$ cat src/rtl/seg_pkg.sv
// Constants and types shared by the scan stage and the downstream seven-segment driver.
package seg_pkg;

    localparam int unsigned DIGIT_W    = 2;
    localparam int unsigned BCD_W      = 4;
    localparam int unsigned NUM_DIGITS = 4;

    typedef logic [DIGIT_W-1:0] digit_idx_t;
    typedef logic [BCD_W-1:0]   bcd_t;

    localparam bcd_t BCD_BLANK = 4'hF;

    function automatic logic bcd_has_invalid(input logic [NUM_DIGITS*BCD_W-1:0] v);
        logic bad;
        bad = 1'b0;
        for (int unsigned i = 0; i < NUM_DIGITS; i++) begin
            if (v[i*BCD_W +: BCD_W] > bcd_t'(9)) bad = 1'b1;
        end
        return bad;
    endfunction

endpackage

$ cat src/rtl/seg_refresh_prescaler.sv
// Free-running 0..REFRESH_DIV-1 counter; o_tick marks the last count of each digit slot.
module seg_refresh_prescaler #(
    parameter int unsigned REFRESH_DIV = 100000
) (
    input  logic clk,
    input  logic rst_n,
    output logic o_tick
);

    localparam int unsigned CNT_W = (REFRESH_DIV > 1) ? $clog2(REFRESH_DIV) : 1;
    localparam logic [CNT_W-1:0] LAST = CNT_W'(REFRESH_DIV - 1);

    logic [CNT_W-1:0] r_count;

    assign o_tick = (r_count == LAST);

    always_ff @(posedge clk or negedge rst_n) begin
        if (!rst_n) begin
            r_count <= '0;
        end else if (o_tick) begin
            r_count <= '0;
        end else begin
            r_count <= r_count + 1'b1;
        end
    end

endmodule

$ cat src/rtl/seg_scan_mux.sv
// Four-digit BCD scan stage: stages loads, commits them at frame wrap, and presents
// the active digit index with its (optionally leading-zero-blanked) nibble.
module seg_scan_mux
    import seg_pkg::*;
#(
    parameter int unsigned REFRESH_DIV = 100000,
    parameter bit          LZ_BLANK    = 1'b1
) (
    input  logic                        clk,
    input  logic                        rst_n,
    input  logic [NUM_DIGITS*BCD_W-1:0] value_i,
    input  logic                        load_i,
    output logic                        pending_o,
    output logic [DIGIT_W-1:0]          digit_sel_o,
    output logic [BCD_W-1:0]            bcd_o,
    output logic                        frame_o,
    output logic                        invalid_o
);

    logic                        w_tick;
    logic                        w_wrap;
    logic                        w_commit;
    logic [NUM_DIGITS*BCD_W-1:0] r_staging;
    logic [NUM_DIGITS*BCD_W-1:0] r_shadow;
    logic                        r_pending;
    digit_idx_t                  r_digit;
    logic                        r_frame;
    logic                        r_invalid;
    bcd_t                        w_nib [NUM_DIGITS];
    logic [NUM_DIGITS-1:0]       w_lead_zero;

    seg_refresh_prescaler #(
        .REFRESH_DIV(REFRESH_DIV)
    ) u_prescaler (
        .clk   (clk),
        .rst_n (rst_n),
        .o_tick(w_tick)
    );

    assign w_wrap   = w_tick && (r_digit == digit_idx_t'(NUM_DIGITS - 1));
    assign w_commit = w_wrap && r_pending;

    // A load coinciding with a commit: shadow takes the old staging, the new value stays pending.
    always_ff @(posedge clk or negedge rst_n) begin
        if (!rst_n) begin
            r_digit   <= '0;
            r_frame   <= 1'b0;
            r_staging <= '0;
            r_shadow  <= '0;
            r_pending <= 1'b0;
            r_invalid <= 1'b0;
        end else begin
            r_frame <= w_wrap;
            if (w_tick) r_digit <= r_digit + 1'b1;
            if (load_i) r_staging <= value_i;
            if (load_i) begin
                r_pending <= 1'b1;
            end else if (w_commit) begin
                r_pending <= 1'b0;
            end
            if (w_commit) begin
                r_shadow  <= r_staging;
                r_invalid <= bcd_has_invalid(r_staging);
            end
        end
    end

    always_comb begin
        for (int unsigned i = 0; i < NUM_DIGITS; i++) begin
            w_nib[i] = r_shadow[i*BCD_W +: BCD_W];
        end
        w_lead_zero = '0;
        w_lead_zero[NUM_DIGITS-1] = (w_nib[NUM_DIGITS-1] == '0);
        for (int unsigned k = NUM_DIGITS - 1; k > 0; k--) begin
            w_lead_zero[k-1] = w_lead_zero[k] && (w_nib[k-1] == '0);
        end
        bcd_o = w_nib[r_digit];
        if (LZ_BLANK && (r_digit != '0) && w_lead_zero[r_digit]) bcd_o = BCD_BLANK;
    end

    assign digit_sel_o = r_digit;
    assign pending_o   = r_pending;
    assign frame_o     = r_frame;
    assign invalid_o   = r_invalid;

endmodule

$ cat config.mk
export PLATFORM = sky130hd
export DESIGN_NAME = seg_scan_mux
export DESIGN_NICKNAME = d
export VERILOG_FILES = /design/src/rtl/seg_pkg.sv /design/src/rtl/seg_refresh_prescaler.sv /design/src/rtl/seg_scan_mux.sv
export SDC_FILE = /design/constraint.sdc
export NUM_CORES = 1
export LEC_CHECK = 0
export BUFFER_PORTS_ARGS = -buffer_cell sky130_fd_sc_hd__buf_2
export CAP_MARGIN = 20
export CELL_PAD_IN_SITES_DETAIL_PLACEMENT = 0
export CELL_PAD_IN_SITES_GLOBAL_PLACEMENT = 1
export CORE_ASPECT_RATIO = 1.25
export CORE_MARGIN = 2
export CORE_UTILIZATION = 40
export DETAILED_ROUTE_END_ITERATION = 6
export GPL_TIMING_DRIVEN = 1
export PLACE_DENSITY_LB_ADDON = 0.05
export SLEW_MARGIN = 20
export SYNTH_ARGS = -nofsm -noshare
export SYNTH_HDL_FRONTEND = slang
export SYNTH_SLANG_ARGS = --single-unit
$ cat constraint.sdc
create_clock -name clk -period 4 [get_ports clk]
set_clock_uncertainty 0.15 [all_clocks]
set_input_delay 1 -clock clk [delete_from_list [all_inputs] [get_ports clk]]
set_output_delay 1 -clock clk [all_outputs]
set_load 0.03 [all_outputs]
### After elaboration in Yosys (flattened, before gate mapping)

Cells that the tools add are included.

* flip-flop bits (word level): 54
* input port bits: 19
* output and inout port bits: 9
* word-level logic and storage cells: 43

* add/subtract/negate cells: 2
* order comparisons: 6
* eq/ne operators: 2
* mux-type cells: 13
* bitwise logic cells: 1
* reductions and logical operators: 12

Operators with widths (number)
* adder 17 x 1 -> 17 bit, second input constant: 1
* equality test 17 bit, second input constant: 1
* two-way mux 17 bit: 1
* greater-than comparator 4 bit, second input constant: 4
* zero test 4 bit: 4
* two-way mux 4 bit: 3
* binary-select mux 4 bit (select 2 bit): 1
* two-way mux 1 bit: 7
* logical AND 1 bit: 6
* nonzero test 2 bit: 2
* >= comparator 3 bit, second input constant: 1
* < comparator 2 x 3 -> 1 bit, second input constant: 1
* NOT 2 -> 3 bit: 1
* adder 2 x 1 -> 2 bit, second input constant: 1
* binary-select mux 1 bit (select 2 bit): 1
* equality test 2 bit, second input constant: 1

### Logic depth before layout (Yosys ltp)

Gate-level depths: netlist of the first run.

* depth in word-level cells: 8
* depth in mapped cells: 7
* gate-level depth less buffers: 5

### By module

Synthesis of the first run repeated with hierarchy kept, for this count alone.

* cells, all modules: 181
* area total of the unflattened synthesis: 2433.6 µm²

By module, submodules not included
* seg_scan_mux: instances 1, cells an instance 107, area an instance 1640.3 µm², seq. area each 925.9 µm²
* seg_refresh_prescaler: instances 1, cells an instance 74, area an instance 793.3 µm², seq. area each 425.4 µm²

### Worst setup path before layout of the first run

No wires, ideal clock.

* kind: register to output
* start: reg r_digit[0], in the netlist digit_sel_o[0]
* end: out bcd_o[0]
* data arrival time: 2.343 ns
* required time: 2.850 ns
* setup slack: 0.507 ns
* cell stages (with the launch flop): 7
* cell sequence: dfrtp_1 clkbuf_1 inv_1 ha_1 or4_1 a2111oi_0 or2_2

* word-level cells in the longest chain between the ends: 5
* elaborated cells on any way between the ends: 9

RTL lines
* start: declaration: RTL line seg_scan_mux.sv:26 `digit_idx_t r_digit;`
* start signal: assignment: RTL line seg_scan_mux.sv:54 `if (w_tick) r_digit <= r_digit + 1'b1;`
* NOT 2 -> 3 bit (not written as such): RTL line seg_scan_mux.sv:77 `bcd_o = w_nib[r_digit];`
* binary-select mux 4 bit (select 2 bit): RTL line seg_scan_mux.sv:77
* two-way mux 4 bit (not written as such) (2 in series): RTL line seg_scan_mux.sv:77
* two-way mux 4 bit (*): RTL line seg_scan_mux.sv:78 `if (LZ_BLANK && (r_digit != '0) && w_lead_zero[r_digit]) bcd_o = BCD_BLANK;`
* end: declaration: RTL line seg_scan_mux.sv:15 `output logic [BCD_W-1:0] bcd_o,`

Mark *: on every way between the ends. The rest lies on a longest branch, timed or not. The select of a mux whose other input is x is not followed.

### Worst setup path after layout of the first run

* start: reg r_digit[0], in the netlist digit_sel_o[0]
* end: out bcd_o[1]

The elaborated chain is that of the path after synthesis.

==> metrics.yaml, run 1 <==
floorplanning:
  core_um2: 5860
  die-width_um: 74.1
  start_util_pct: 41.9
  io_pins: 28
  die_y_um: 91.6
  dieArea_um2: 6780
  rows: 31
clock_network:
  holdBufCountCts: 0
  insertion_delay_ps: 300
  tritoncts: "built"
  cts-root-buf: "clkbuf_8"
  post_cts_buffers: 0
  numCtsBuffers: 5
  cts.sinks: 54
  clk_pin_slew_ps: 90
  clk_path_buf_depth: 2
  cts.htree.levels: 2
  post_cts_resized: 0
logic_synthesis:
  yosys_warnings: 0
  netlist_instances: 180
  yosysTopAreaCellShare_pct: 55.0
  ys_seq_area_share_pct: 55.0
  ys_top_cells_by_area: "dfrtp_1 (55%), mux2_2 (11%), mux2_4 (6.1%)"
  ys_ff_latch: 54
  synth_nets: 202
  synth.distinct_cells: 31
  netlist_area_um2: 2450
  avgSynthCellArea_um2: 13.6
  yosys.area.top_type: "dfrtp_1"
grt:
  grt_max_degree: 35
  grt_overflow: 0
  grt_usage_pct: 16.1
  grt_use_met3_pct: 3.66
  grt_pass1_vias: 1615
  grt_first_pass_wirelength_um: 8200
  grt-busiest-layer: "met2"
  met1_usage_pct: 18.9
  use_met2_pct: 28.4
  antenna_found_initial: 0
route:
  num_vias: 1524
  drc: 0
  first_pass_iters: 4
  wire_per_inst_um: 16.6
  vias_per_cell: 5.18
  drtIter0Drc: 85
  finalWirelength_um: 4870
  antenna_left: 0
timing:
  finalHoldViolCount: 0
  worst_pin_slew_ps: 769
  relSlewSlack_pct: 48.4
  rsz0062_at_grt: "no"
  slew_violations: 0
  fmax_mhz: 277
  setup-violations-final: 0
  tns_ps: 0
  fin_crit_ps: 3610
  period_share_pct: 90.2
placement:
  hpwl_um: 3520
  place.gp.congestion: 0.774
  portBuffers: 27
  dpl_cell_area_um2: 2670
pwr:
  ir_drop_uv: 184
  p_per_area_nw_per_um2: 338
  p_leak_nw: 1.28
cells_and_area:
  regArea_um2: 1350
  insertedDiodeCount: 0
  finalInstanceArea_um2: 2770
  layout-drive-gt1-share_pct: 38.2
  area_growth_pct: 12.7
  fin_nets: 233
  nFillCells: 535
  multi_input_area_um2: 1060
  final_util_pct: 47.2
worst_setup_path:
  critical_path_class: "reg2out"
  setup.worst_path.end_class: "primary output"
  cp_data_required_time_ps: 2850
  ff2ff_setup_slack_ps: 1370
  start_kind: "flop"
  worst_ep_arrival_time_ps: 2460
  r2r_start: "u_prescaler.r_count[0]"
  crit_path_start: "digit_sel_o[0]"
  worstPathMaxFanout: 7
outcome:
  outcome: "completed"
min_path:
  hold_class: "reg2reg"
  hold_start: "u_prescaler.r_count[0]"
flow_run:
  timing.max_cap.violations: 0
==> routing by layer <==
layer	wire length (µm)	part of all wire, %
met1	1880	39
met4	59	1.2
met2	2760	57
met3	167	3.4
met5	0	0
==> per-stage QoR <==
stage                     cells  hold slack [ps]  power, mW  setup slack [ps]
after floorplan             180              298      0.602               507
after global placement      286              326      0.628               595
after detailed placement    286              343      0.631               444
after CTS                   294              358      0.950              92.4
after global routing        294              381      0.982               171
final                       294              347      0.935               393
==> cell usage in the layout, fill, tap and decap left out <==
cell / count
nand2b_1: 1
nor3_1: 4
a2111oi_2: 1
clkinv_2: 1
inv_1: 3
ha_1: 3
or2_2: 4
or4b_4: 1
and3_1: 1
clkbuf_8: 6
and4_1: 3
buf_2: 27
nand4_1: 6
mux4_2: 4
dfrtp_1: 54
xor2_1: 9
nand4bb_1: 2
mux2_2: 23
and2b_1: 1
clkinvlp_4: 1
buf_4: 2
o21ai_0: 6
xnor2_1: 6
nand2_1: 8
nor4_4: 1
mux2_4: 10
a21oi_1: 1
nor4_1: 4
nor2_1: 9
mux2i_1: 1
or4_1: 2
a21o_1: 1
nand3_1: 6
==> worst max-delay path, cell delays in order (launching register included) <==
cell and delay [ps]:
dfrtp_1 530, inv_1 160, ha_1 220, or4_1 410
a2111oi_2 450, or2_2 190, buf_2 190
==> cells in the mapped netlist <==
cell type  count
and4_1         3
o21ai_0        6
dfrtp_1       54
mux2_4        10
mux2_2        23
or2_2          4
nor3_1         4
buf_6          1
a2111oi_0      1
nand4_1        6
or4b_4         1
nor4_1         4
a21oi_1        1
nand2b_1       1
nor4_4         1
and3_1         1
nand4bb_1      2
xor2_1         9
inv_1          3
nand2_1        8
or4_1          2
clkbuf_1       3
xnor2_1        6
nor2_1         9
mux4_2         4
and2b_1        1
mux2i_1        1
nand3_1        6
ha_1           3
buf_12         1
a21o_1         1
==> cell type report <==
cell class	instances	area share [%]
clock inverter	2	0.452
tap	82	3.71
timing repair buffer	29	5.43
multi-input combinational	118	38.2
sequential	54	48.8
clock buffer	6	2.99
inverter	3	0.407
==> logic make-up (layout without fill, tap and decap cells) <==
group	Yosys count	count (layout)	share of synthesized area (%)
buffers and inverters	8	40	2.19
flip-flops	54	54	55.0
adder cells (fa/ha/maj)	3	3	1.53
multiplexers	38	38	20.7
AND/OR/NAND/NOR	53	53	13.0
AO/OA/AOI/OAI	9	9	2.09
XOR/XNOR	15	15	5.35
==> registers in the layout (all words and copies together) (netlist names) <==
signal and count:
u_prescaler.r_count 17, r_shadow 16, r_staging 16, digit_sel_o 2, frame_o 1, invalid_o 1, pending_o 1
==> power by group <==
group / internal [mW] / leakage (nW) / switching, mW
Combinational: 0.0229 / 0.536 / 0.0225
Clock: 0.140 / 0.0472 / 0.177
Sequential: 0.562 / 0.699 / 0.0113
==> path summary, 6_finish.rpt <==
path	end	cells after the start
min	u_prescaler.r_count[0]	1
max in group asynchronous	r_shadow[7]	2
min in group asynchronous	r_staging[11]	1
min reg2reg	u_prescaler.r_count[0]	1
max reg2reg	r_shadow[7]	6
max	bcd_o[1]	6
No activity file was read; power rests on OpenSTA's default activity.
==> run 2: changes to the inputs <==
- CAP_MARGIN: 20 -> 15
- CELL_PAD_IN_SITES_DETAIL_PLACEMENT: 0 -> not set
- CELL_PAD_IN_SITES_GLOBAL_PLACEMENT: 1 -> not set
==> run 2 against run 1 <==
Sequential share of layout area down 0.95 points. Wire length up 0.27%. Combinational power down 1%. Cell area up 2.0%. Via count up 2.0%. Critical path type unchanged. Largest power group unchanged.
==> metrics.yaml, run 2 (same netlist as run 1, synthesis figures left out) <==
outcome:
  outcome: "completed"
grt:
  grt_pass1_vias: 1606
  grt_usage_pct: 16.1
  grt_overflow: 0
  grt_max_degree: 37
  antenna_found_initial: 0
  grt_first_pass_wirelength_um: 8180
timing:
  relSlewSlack_pct: 46.8
  tns_ps: 0
  period_share_pct: 91.4
  fin_crit_ps: 3660
  finalHoldViolCount: 0
  slew_violations: 0
  fmax_mhz: 273
  rsz0062_at_grt: "no"
  worst_pin_slew_ps: 798
  setup-violations-final: 0
  fin_ws_ps: 343
  fin_hold_ws_ps: 338
cells_and_area:
  largest_register_ffs: 17
  area_growth_pct: 14.9
  fin_cells: 295
  fin_nets: 234
  layout-drive-gt1-share_pct: 38.5
  top_regs: "u_prescaler.r_count (17), r_shadow (16), r_staging (16)"
  layout_commonest_cell: "dfrtp_1"
  top_register: "u_prescaler.r_count"
  final_util_pct: 48.2
  insertedDiodeCount: 0
  finalInstanceArea_um2: 2820
  final_cell_mix: "dfrtp_1 (54), buf_2 (27), mux2_2 (23), mux2_4 (10)"
clock_network:
  holdBufCountCts: 0
  cts.htree.levels: 2
  post_cts_resized: 0
  cts.sinks: 54
  cts-root-buf: "clkbuf_8"
  insertion_delay_ps: 300
  numCtsBuffers: 5
  clk_pin_slew_ps: 100
  clk_path_buf_depth: 2
  post_cts_buffers: 0
  tritoncts: "built"
floorplanning:
  io_pins: 28
  start_util_pct: 41.9
  core_um2: 5860
  die_y_um: 91.6
  die-width_um: 74.1
  dieArea_um2: 6780
  rows: 31
pwr:
  ir_drop_uv: 173
  p_per_area_nw_per_um2: 376
  power_mw: 1.06
  p_leak_nw: 1.31
worst_setup_path:
  critical_path_class: "reg2out"
  start_kind: "flop"
  worst_r2r_endpoint: "r_shadow[9]"
  setup.worst_path.end_class: "primary output"
  cp_data_required_time_ps: 2850
  worstPathMaxFanout: 7
  worst_ep_arrival_time_ps: 2510
  r2r_start: "u_prescaler.r_count[0]"
  ff2ff_setup_slack_ps: 1350
  reg2reg_depth: 6
route:
  vias_per_cell: 5.27
  wire_per_inst_um: 16.5
  first_pass_iters: 5
  drtIter0Drc: 74
  finalWirelength_um: 4880
  antenna_left: 0
  num_vias: 1554
  drc: 0
min_path:
  hold_depth: 1
  min_to: "u_prescaler.r_count[0]"
  hold_class: "reg2reg"
  hold_start: "u_prescaler.r_count[0]"
placement:
  dpl_cell_area_um2: 2670
  post-place-cells: 287
  place.gp.congestion: 0.823
  portBuffers: 27
  hpwl_um: 3570
  place_worst_setup_slack_ps: 445
flow_run:
  timing.max_cap.violations: 0
-- run 2: cell count changes in the layout (fill, tap and decap cells not counted), sizes merged --
cell | previous run | this run
buf | 29 | 30
clkinv | 1 | 0
clkinvlp | 1 | 0
bufinv | 0 | 2
-- run 2: final cells by class --
cell class	instances	area [µm²]
Timing Repair Buffer	30	158
Inverter	3	11.3
Clock buffer	6	82.6
Sequential cell	54	1350
Multi-Input combinational cell	118	1060
Fill cell	535	3040
Tap cell	82	103
Clock inverter	2	60.1
-- run 2: power by group --
part	switching (mW)	internal [mW]
registers	0.0119	0.562
clock network	0.176	0.267
logic	0.0219	0.0228
-- run 2: worst max path at each step --
| stage | start | endpoint | slack, ps | cells past startpoint |
|---|---|---|---|---|
| after CTS | digit_sel_o[0] | bcd_o[2] | 90 | 6 |
| after detailed placement | digit_sel_o[0] | bcd_o[2] | 440 | 6 |
| after floorplan | digit_sel_o[0] | bcd_o[0] | 510 | 6 |
| after global placement | digit_sel_o[0] | bcd_o[2] | 600 | 6 |
| final | digit_sel_o[0] | bcd_o[2] | 340 | 6 |
| after global routing | digit_sel_o[0] | bcd_o[1] | 100 | 6 |
-- run 2: worst max-delay path, cell delays in order (launching register included) --
cell	delay, ps
dfrtp_1	540
inv_1	160
ha_1	220
or4_1	440
a2111oi_2	460
or2_2	190
buf_2	190
-- run 2: layer usage --
metal  part of all wire, %  vias to the layer above  GRT usage [%]
met5                     0                        -              0
met4                   1.7                        0           6.82
met3                   2.6                        6           3.00
met2                    56                       33           27.3
met1                    40                      800           19.5
li1                      -                      715              -
